File: config.mk
export PLATFORM = sky130hd
export DESIGN_NAME = aes_mask_keygen
export DESIGN_NICKNAME = d
export VERILOG_FILES = /design/src/rtl/aes_mask_keygen.sv
export SDC_FILE = /design/constraint.sdc
export NUM_CORES = 1
export LEC_CHECK = 0
export ABC_AREA = 1
export CORE_AREA = 2 2 123 214
export CTS_CLUSTER_DIAMETER = 150
export DETAILED_ROUTE_END_ITERATION = 8
export DIE_AREA = 0 0 125 216
export DONT_BUFFER_PORTS = 1
export PLACE_DENSITY = 0.69
export SLEW_MARGIN = 20
export SYNTH_ARGS = -nofsm -noshare
export SYNTH_HDL_FRONTEND = slang
export SYNTH_SLANG_ARGS = --single-unit
File: constraint.sdc
create_clock -name clk -period 2 [get_ports clk]
set_clock_uncertainty 0.2 [all_clocks]
set_input_delay 0.2 -clock clk [delete_from_list [all_inputs] [get_ports clk]]
set_output_delay 0.2 -clock clk [all_outputs]
set_load 0.01 [all_outputs]
File: src/rtl/aes_mask_keygen.sv
// Mask-key source for the AES masking stage: xorshift128 generator with
// per-request multi-round stepping and a hard reseed budget.
module aes_mask_keygen #(
  parameter int unsigned ROUNDS       = 4,
  parameter int unsigned RESEED_LIMIT = 1024
) (
  input  logic         clk,
  input  logic         reset_n,
  input  logic         seed_we,
  input  logic [127:0] seed,
  input  logic         next,
  output logic         ready,
  output logic [127:0] mask,
  output logic         mask_valid,
  output logic         reseed_req
);

  localparam int unsigned STATE_W = 128;
  localparam int unsigned RND_W   = 5;
  localparam int unsigned CNT_W   = 16;

  localparam logic [STATE_W-1:0] DEFAULT_SEED =
    128'h6a09e667_bb67ae85_3c6ef372_a54ff53a;
  localparam logic [RND_W-1:0] LAST_RND  = RND_W'(ROUNDS - 1);
  localparam logic [CNT_W-1:0] GEN_LIMIT = CNT_W'(RESEED_LIMIT);

  typedef enum logic {
    IDLE = 1'b0,
    GEN  = 1'b1
  } fsm_e;

  fsm_e               fsm_q, fsm_d;
  logic [STATE_W-1:0] st_q, st_d;
  logic [STATE_W-1:0] st_step;
  logic [RND_W-1:0]   rnd_q, rnd_d;
  logic [CNT_W-1:0]   gen_q, gen_d;
  logic [CNT_W-1:0]   gen_inc;
  logic [STATE_W-1:0] mask_d;
  logic               ready_d;
  logic               mask_valid_d;
  logic               reseed_req_d;

  // One xorshift128 step on {x, y, z, w}.
  function automatic logic [STATE_W-1:0] xs_step(input logic [STATE_W-1:0] s);
    logic [31:0] x, y, z, w, t, w_n;
    x   = s[127:96];
    y   = s[95:64];
    z   = s[63:32];
    w   = s[31:0];
    t   = x ^ (x << 11);
    w_n = w ^ (w >> 19) ^ t ^ (t >> 8);
    return {y, z, w, w_n};
  endfunction

  assign st_step = xs_step(st_q);
  assign gen_inc = (gen_q == GEN_LIMIT) ? gen_q : gen_q + CNT_W'(1);

  // Next-state and registered-output logic.
  always_comb begin
    fsm_d        = fsm_q;
    st_d         = st_q;
    rnd_d        = rnd_q;
    gen_d        = gen_q;
    mask_d       = mask;
    ready_d      = ready;
    mask_valid_d = mask_valid;
    reseed_req_d = reseed_req;
    case (fsm_q)
      IDLE: begin
        if (seed_we) begin
          // An all-zero state would lock the generator at zero forever.
          st_d         = (seed == '0) ? DEFAULT_SEED : seed;
          gen_d        = '0;
          reseed_req_d = 1'b0;
          mask_valid_d = 1'b0;
        end else if (next && !reseed_req) begin
          rnd_d   = '0;
          ready_d = 1'b0;
          fsm_d   = GEN;
        end
      end
      GEN: begin
        st_d  = st_step;
        rnd_d = rnd_q + RND_W'(1);
        if (rnd_q == LAST_RND) begin
          mask_d       = st_step;
          mask_valid_d = 1'b1;
          gen_d        = gen_inc;
          reseed_req_d = (gen_inc == GEN_LIMIT);
          ready_d      = 1'b1;
          fsm_d        = IDLE;
        end
      end
      default: begin
        fsm_d   = IDLE;
        ready_d = 1'b1;
      end
    endcase
  end

  // State and output registers.
  always_ff @(posedge clk or negedge reset_n) begin
    if (!reset_n) begin
      fsm_q      <= IDLE;
      st_q       <= DEFAULT_SEED;
      rnd_q      <= '0;
      gen_q      <= '0;
      mask       <= '0;
      ready      <= 1'b1;
      mask_valid <= 1'b0;
      reseed_req <= 1'b0;
    end else begin
      fsm_q      <= fsm_d;
      st_q       <= st_d;
      rnd_q      <= rnd_d;
      gen_q      <= gen_d;
      mask       <= mask_d;
      ready      <= ready_d;
      mask_valid <= mask_valid_d;
      reseed_req <= reseed_req_d;
    end
  end

endmodule

==> flow_summary.toml, run 1 <==
[critical_path]
path_max_fanout = 57
critPathCaptureType = "register"
rr_startpoint = "gen_q[1]$_DFFE_PN0P_"
cpMostUsedCell = "nand2_1"
max_stage_delay_ns = 0.54
r2r_cells = 11
startpoint_type = "input port"
critPathBufInv = 3
reg2reg_to = "reseed_req$_DFFE_PN0P_"
rrSetupSlack_ns = 0.12
cp.depth = 11
crit_type = "in2reg"
required_ns = 2.29
worstPathArrival_ns = 2.22
critical-path-top-delay-family = "simple AND/OR/NAND/NOR gates"
path_cells = "dlygate4sd3_1 > inv_1 > nand4_1 > nor2_1 > nand2_1 > nor2_1 > nand2_2 > buf_12 > o21ai_1 > nand2_1 > nand2_1"
crit_slowest_cell = "dlygate4sd3_1"

[routing]
viasPerCell = 5.81
avgRoutedWirePerCell_um = 22.7
detail_route.iter0.violations = 1211
drc = 0
drt-met1-wl_um = 16800
route.met2.wl_um = 22900
dr.pass1.iters = 5
met3_length_um = 3500
num_vias = 12100
wirelength_um = 47200
highest_layer = "met4"
ant_nets = 0

[placement]
port_buffers = 0
hpwl_um = 32400
gp_congestion = 0.896
dp_slack_ns = 0.129
dpl_cell_area_sq_mm = 0.0141

[global_routing]
grt_use_total_pct = 34.5
grt_max_degree = 282
grt_pass1_vias = 12200
grt_pass1_wl_um = 71800
gr-total-overflow = 0
antenna_found_initial = 1

[timing]
rsz0062_at_grt = "no"
whs_ns = -0.849
setup_viol = 0
slew-limit-headroom_pct = 44.1
hold_violations = 281
setup_tns_ns = 0
fmax_mhz = 517
fin_crit_ns = 1.94
tightest_slew_ns = 0.839
setup_slack_ns = 0.0649
finalMaxSlewViolations = 0
min_period_over_period_pct = 96.8

[finish]
nets = 1873
drive_gt1_share_pct = 10.6
area_delta_synth_final_pct = 18.9
most-common-layout-cells = "577 x nand2_1, 206 x dfrtp_1, 175 x inv_1"
final_common_cell = "nand2_1"
post-route-util_pct = 64.5
stdcell_area_sq_mm = 0.0163

[pwr]
leakage_nw = 7.94
powerDensity_mw_per_mm2 = 1720
ir_drop_mv = 1.15

[synthesis]
syn_inst = 1630
syn-cell-area_sq_mm = 0.0137
avgSynthCellArea_sq_um = 8.40
yosysWarnings = 0
synth-seq-cells = 281
synth_fp_nets = 1765
synth.distinct_cells = 34
seq_area_frac_synth_pct = 52.0

[clock_tree]
numCtsBuffers = 26
htreeDepth = 1
hold_buffers = 130
cts.sinks = 281
clk_latency_ns = 0.58
clock_tree.buffer_depth = 3
tritoncts = "yes"
clkSlewWorstSetupHoldPaths_ns = 0.07
root_buffer = "clkbuf_16"

[floorplanning]
io_pins = 263
die_h_um = 216
start_util_pct = 54.2
core_sq_mm = 0.0252
die-area_sq_mm = 0.0270
rows = 77
die_w_um = 125

[status]
status = "complete, but fails checks"
violations = "hold timing"

[worst_hold_path]
hp-class = "in2async"

[flow_run]
maxCapViolCount = 0
==> metal layers <==
metal	up-vias	GRT usage (%)
met4	0	24.3
met5	-	0
li1	5443	-
met1	5756	40.9
met2	684	57.7
met3	178	4.73
==> Yosys cell counts (all sizes together) <==
| master | count | area share (%) |
|---|---|---|
| mux2 | 1 | 0.082 |
| dfstp | 74 | 14 |
| a22o | 1 | 0.064 |
| nand2 | 583 | 16 |
| a21oi | 2 | 0.073 |
| nand3 | 17 | 0.69 |
| a32o | 1 | 0.073 |
| o21ai | 160 | 5.9 |
| xor2 | 60 | 3.8 |
| inv | 182 | 5.0 |
| o22ai | 4 | 0.18 |
| xnor2 | 33 | 2.2 |
| buf | 65 | 2.4 |
| o221ai | 13 | 0.83 |
| clkbuf | 21 | 0.58 |
| dfrtp | 207 | 38 |
| nand4 | 37 | 1.7 |
| a22oi | 109 | 6.0 |
| ha | 3 | 0.27 |
| clkinv | 3 | 0.082 |
| nor2 | 51 | 1.7 |
| nor3 | 2 | 0.15 |
| and2 | 1 | 0.046 |
==> logic make-up (layout without fill, tap and decap cells) <==
family / after synthesis / in the layout / share of synthesized area, %
mux: 1 / 1 / 0.0823
xor+xnor: 93 / 93 / 6.01
fa+ha+maj: 3 / 3 / 0.274
buf+inv: 271 / 399 / 8.10
other cells: 0 / 1 / 0
flops: 281 / 281 / 52.0
compound gates: 290 / 290 / 13.1
simple gates: 691 / 691 / 20.4
==> repair_timing <==
item / in CTS / in global routing
setup buffers: 0 / 1
hold endpoints to repair: 420 / 281
setup endpoints to repair: 0 / 2
resized for setup: 0 / 2
==> report_power, final <==
group | total, W | switching, W | internal [W]
logic | 0.0104 | 0.00613 | 0.00428
clock network | 0.00510 | 0.00237 | 0.00273
registers | 0.0125 | 0.00362 | 0.00884
total | 0.0280 | 0.0121 | 0.0159
==> registers in the layout, indices dropped and copies added, names as in the netlist <==
name and cells:
gen_q 16, rnd_q 5, fsm_q 1, mask 128
ready 1, reseed_req 1, st_q 128, mask_valid 1
==> area by class of cell <==
| class | count | area, sq um |
|---|---|---|
| timing repair buffer | 166 | 1730 |
| clock inverter | 19 | 188 |
| tap | 316 | 395 |
| multi-input combinational | 1078 | 5470 |
| inverter | 185 | 697 |
| sequential | 281 | 7130 |
| clock buffer | 29 | 672 |
| fill | 2101 | 8960 |
| antenna | 1 | 2.50 |
==> worst max-delay path by stage <==
stage                              start                      to  slack [ns]
floorplan           gen_q[0]$_DFFE_PN0P_  reseed_req$_DFFE_PN0P_        0.40
global placement                seed[60]    st_q[74]$_DFFE_PN1P_        0.15
detailed placement  gen_q[0]$_DFFE_PN0P_  reseed_req$_DFFE_PN0P_        0.13
CTS                 gen_q[0]$_DFFE_PN0P_  reseed_req$_DFFE_PN0P_        0.11
global route        rnd_q[0]$_DFFE_PN0P_    gen_q[1]$_DFFE_PN0P_       0.006
finish                          seed[50]    st_q[22]$_DFFE_PN1P_        0.06
==> metrics by stage <==
stage	hold slack [ns]	instances	power (W)
6_report	-0.849	2075	0.0280
3_5_place_dp	-0.288	1895	0.0224
4_1_cts	-0.887	2073	0.0277
2_1_floorplan	-0.296	1630	0.0182
5_1_grt	-0.866	2075	0.0294
3_3_place_gp	-0.287	1895	0.0221
(Power assumes the default switching activity.)
==> run 2: changes to the inputs <==
Settings changed: MAX_ROUTING_LAYER from default to met4.
==> run 2 against run 1 <==
The flow finishes with violations (hold timing, setup timing). Critical path depth stayed put. Sequential cell count stayed put. Wire length is 1.3% higher. Utilization is 0.17 points higher. Clock-buffer cell count is 1 higher. Sequential power hardly changed. Clock power is 1% higher. Largest cell class unchanged. Largest power group unchanged.
==> flow_summary.toml, run 2 (same netlist as run 1, synthesis figures left out) <==
[status]
status = "complete, but fails checks"
violations = "hold timing, setup timing"

[flow_run]
maxCapViolCount = 0

[critical_path]
crit_type = "in2reg"
required_ns = 2.30
worstPathArrival_ns = 2.30
rrSetupSlack_ns = 0.12
r2r_cells = 11
startpoint_type = "input port"
critPathCaptureType = "register"
path_max_fanout = 58

[finish]
most-common-layout-cells = "577 x nand2_1, 206 x dfrtp_1, 174 x inv_1"
largestRegisters = "mask: 128 flops, st_q: 128 flops, gen_q: 16 flops"
drive_gt1_share_pct = 11.0
post-route-util_pct = 64.7
final_common_cell = "nand2_1"
stdcell_area_sq_mm = 0.0163
area_delta_synth_final_pct = 19.2
nets = 1877

[pwr]
ir_drop_mv = 0.924
leakage_nw = 7.98
powerDensity_mw_per_mm2 = 1720

[timing]
finalMaxSlewViolations = 0
min_period_over_period_pct = 100
fmax_mhz = 500
setup_slack_ns = -0.000256
tightest_slew_ns = 0.605
fin_crit_ns = 2.00
whs_ns = -0.849
setup_viol = 1
hold_violations = 281
slew-limit-headroom_pct = 59.5
rsz0062_at_grt = "no"

[routing]
viasPerCell = 5.84
drc = 0
wirelength_um = 47800
avgRoutedWirePerCell_um = 23.0
ant_nets = 0
dr.pass1.iters = 8
detail_route.iter0.violations = 1132
num_vias = 12200

[floorplanning]
core_sq_mm = 0.0252
rows = 77
die_h_um = 216
io_pins = 263
start_util_pct = 54.2
die_w_um = 125
die-area_sq_mm = 0.0270

[global_routing]
grt_pass1_vias = 12200
grt_pass1_wl_um = 72500
grt_max_degree = 282
grt_use_total_pct = 35.9
grtUsageMet3_pct = 5.35
busiest_layer = "met2"
use_met1_pct = 41.4
gr-total-overflow = 0
use_met2_pct = 58.0
antenna_found_initial = 2

[worst_hold_path]
hp-class = "in2async"

[clock_tree]
clock_tree.buffer_depth = 3
root_buffer = "clkbuf_16"
tritoncts = "yes"
cts.sinks = 281
clkSlewWorstSetupHoldPaths_ns = 0.07
clk_latency_ns = 0.55
hold_buffers = 131
numCtsBuffers = 26
htreeDepth = 1

[placement]
gp_congestion = 0.911
hpwl_um = 32700
port_buffers = 0
dpl_cell_area_sq_mm = 0.0141
## run 2: changes by cell type in the layout (fill, tap and decap cells not counted), moves of 2 or more
| cell | delta |
|---|---|
| nor2_2 | +2 |
| buf_4 | +4 |
| nor2_1 | -2 |
| clkinv_2 | +4 |
| clkinv_4 | -2 |
| o21ai_2 | +2 |
| o21ai_1 | -2 |
## run 2: metal layers
metal | share of wire (%) | vias up | wire length (um)
li1 | - | 5445 | -
met4 | 8.1 | 0 | 3850
met2 | 49 | 656 | 23400
met3 | 6.9 | 181 | 3310
met5 | 0 | - | 0
met1 | 36 | 5868 | 17200
## run 2: path summary, 6_finish.rpt
kind | start | end
worst max-delay path | seed[50] | st_q[97]$_DFFE_PN1P_
worst min-delay path | reset_n | gen_q[11]$_DFFE_PN0P_
worst max register to register | gen_q[0]$_DFFE_PN0P_ | reseed_req$_DFFE_PN0P_
worst min register to register | st_q[35]$_DFFE_PN0P_ | mask[67]$_DFFE_PN0P_
max in group asynchronous | reset_n | st_q[10]$_DFFE_PN1P_
min in group clk | seed[84] | st_q[84]$_DFFE_PN0P_
## run 2: cell type report
type | instances | area (sq um)
well taps | 316 | 395
clock inverters | 18 | 158
clock buffers | 30 | 707
repair buffers | 170 | 1750
inverters | 185 | 697
flip-flops and latches | 281 | 7130
multi-input cells | 1078 | 5490
diodes | 2 | 5.00
fillers | 2079 | 8920
## run 2: critical path: stages
cell and delay, ns:
dlygate4sd3_1 0.54, inv_1 0.15, nand4_1 0.14, nor2_1 0.13
nand2_1 0.18, nor2_2 0.21, nand2_2 0.10, buf_12 0.19
o21ai_2 0.24, nand2_1 0.07, nand2_1 0.07
## run 2: metrics by stage
step                      cells  power [W]  setup TNS, ns  setup slack, ns
final                      2080     0.0280      -0.000256        -0.000256
after global routing       2080     0.0296              0         0.000478
after CTS                  2077     0.0278              0          0.00513
after detailed placement   1898     0.0224        -0.0766          -0.0478
after global placement     1898     0.0221        -0.0279          -0.0279
after floorplan            1630     0.0182              0            0.402
## run 2: power breakdown
group | switching [W] | total (W) | internal [W]
registers | 0.00360 | 0.0124 | 0.00884
logic | 0.00617 | 0.0104 | 0.00428
clock network | 0.00234 | 0.00515 | 0.00281
## run 2: what timing repair did
item                                   4_1_cts  5_1_grt
gates resized for setup                      0        7
endpoints found under the hold margin      420      281
setup endpoints to repair                    0       33
buffers inserted                             0        1
==> run 3: changes to the inputs <==
Settings changed: BUFFER_PORTS_ARGS from default to -buffer_cell sky130_fd_sc_hd__buf_4, DONT_BUFFER_PORTS 1 to default, PLACE_DENSITY 0.69 to 0.78.
==> run 3 against run 2 <==
The flow finishes with violations (setup timing). Maximum frequency decreased by 1.9%. Combinational power increased by 27%. Register-to-register slack got worse by 0.16 ns. Clock-buffer cell count increased by 4. Cell count increased by 14%. Worst setup slack got worse by 0.039 ns. Via count increased by 14%. Critical path type is now reg2reg. Largest cell class unchanged. Highest routed layer unchanged.
==> flow_summary.toml, run 3 (same netlist as run 1, synthesis figures left out) <==
[placement]
dp_slack_ns = -0.0888
hpwl_um = 34400
port_buffers = 262
gp_congestion = 0.980
dpl_cell_area_sq_mm = 0.0163

[pwr]
ir_drop_mv = 1.05
powerDensity_mw_per_mm2 = 1610
leakage_nw = 9.51

[worst_hold_path]
hp-class = "in2reg"

[global_routing]
use_met1_pct = 42.5
grtUsageMet3_pct = 4.09
grt_pass1_wl_um = 78300
use_met2_pct = 64.0
antenna_found_initial = 0
grt_max_degree = 74
grt_pass1_vias = 14000
gr-total-overflow = 0
grt_use_total_pct = 38.2
busiest_layer = "met2"

[timing]
fmax_mhz = 490
fin_crit_ns = 2.04
rsz0062_at_grt = "yes"
finalMaxSlewViolations = 0
hold_violations = 0
slew-limit-headroom_pct = 63.7
setup_tns_ns = -0.0397
whs_ns = 0.0546
setup_slack_ns = -0.0397
tightest_slew_ns = 0.541
setup_viol = 1
min_period_over_period_pct = 102

[routing]
ant_nets = 0
viasPerCell = 5.84
dr.pass1.iters = 6
avgRoutedWirePerCell_um = 22.0
detail_route.iter0.violations = 1415
wirelength_um = 52000
drc = 0
num_vias = 13800

[finish]
area_delta_synth_final_pct = 37.6
stdcell_area_sq_mm = 0.0188
nets = 2169
n_fill_cell = 1783
most-common-layout-cells = "565 x nand2_1, 307 x buf_4, 203 x dfrtp_1"
drive_gt1_share_pct = 25.4
largestRegisters = "mask: 128 flops, st_q: 128 flops, gen_q: 16 flops"
final_common_cell = "nand2_1"
num_antenna_cells = 0

[clock_tree]
root_buffer = "clkbuf_16"
clkSlewWorstSetupHoldPaths_ns = 0.07
htreeDepth = 1
clock_tree.buffer_depth = 3
cts.sinks = 281
tritoncts = "yes"
numCtsBuffers = 26
clk_latency_ns = 0.55

[floorplanning]
core_sq_mm = 0.0252
start_util_pct = 54.2
io_pins = 263
die-area_sq_mm = 0.0270
die_w_um = 125
rows = 77
die_h_um = 216

[status]
status = "complete, but fails checks"
violations = "setup timing"

[critical_path]
startpoint_type = "register"
required_ns = 2.28
path_max_fanout = 3
worstPathArrival_ns = 2.32
critPathCaptureType = "register"
crit_type = "reg2reg"

[flow_run]
maxCapViolCount = 0
-- run 3: changes by cell type in the layout (fill, tap and decap cells not counted), sizes merged --
cell          delta
buf            +288
clkinv           -3
bufinv           +1
dlymetal6s4s     +1
clkbuf           +7
diode            -2
inv              -2
-- run 3: worst paths after layout --
check,startpoint,end,slack (ns),depth (start not counted)
worst max-delay path,gen_q[0]$_DFFE_PN0P_,reseed_req$_DFFE_PN0P_,-0.04,11
worst min-delay path,seed[122],st_q[122]$_DFFE_PN0P_,0.05,4
worst max register to register,gen_q[0]$_DFFE_PN0P_,reseed_req$_DFFE_PN0P_,-0.04,11
worst min register to register,mask[84]$_DFFE_PN0P_,mask[84]$_DFFE_PN0P_,0.28,2
max in group asynchronous,reset_n,st_q[91]$_DFFE_PN1P_,1.03,3
min in group asynchronous,reset_n,st_q[19]$_DFFE_PN1P_,0.14,2
-- run 3: timing repair --
action                                  4_1_cts  5_1_grt
gates cloned                                  0        3
endpoints found under the setup margin        1       76
pin swaps                                     2       35
gates resized for setup                       3       58
hold buffers                                132        1
hold endpoints to repair                    352        1
setup buffers                                 1        7
-- run 3: cell type report --
| type | instances | area, sq um | area share, % |
|---|---|---|---|
| clock buffer | 34 | 732 | 3.89 |
| clock inverter | 14 | 156 | 0.831 |
| inverter | 185 | 703 | 3.73 |
| multi-input combinational | 1078 | 5630 | 29.9 |
| sequential | 281 | 7130 | 37.9 |
| tap | 316 | 395 | 2.10 |
| timing repair buffer | 462 | 4080 | 21.7 |
-- run 3: per-layer routing --
| layer | routed length, um | up-vias |
|---|---|---|
| li1 | - | 6025 |
| met1 | 17600 | 6653 |
| met2 | 26000 | 900 |
| met3 | 3790 | 262 |
| met4 | 4570 | 0 |
| met5 | 0 | - |
-- run 3: worst max-delay path, cell delays in order (launching register included) --
cell and delay [ns]:
dfrtp_1 0.42, ha_4 0.19, nand2_2 0.07, nor2_4 0.16
nand2_2 0.09, nand2_1 0.08, nand2_2 0.08, nor2_4 0.12
nand2_1 0.08, nor2_2 0.16, nand4_1 0.20, nand2_1 0.13
-- run 3: report_power, final --
group | internal, W | total [W] | switching (W)
sequential | 0.00884 | 0.0118 | 0.00294
clock | 0.00298 | 0.00527 | 0.00229
combinational | 0.00573 | 0.0132 | 0.00751
total | 0.0175 | 0.0303 | 0.0127
-- run 3: per-stage QoR --
step / power, W / utilization [%] / cells
CTS: 0.0297 / 73.4 / 2359
global route: 0.0317 / 74.6 / 2370
global placement: 0.0239 / 64.5 / 2178
finish: 0.0303 / 74.6 / 2370
detailed placement: 0.0242 / 64.5 / 2178
floorplan: 0.0182 / - / 1630
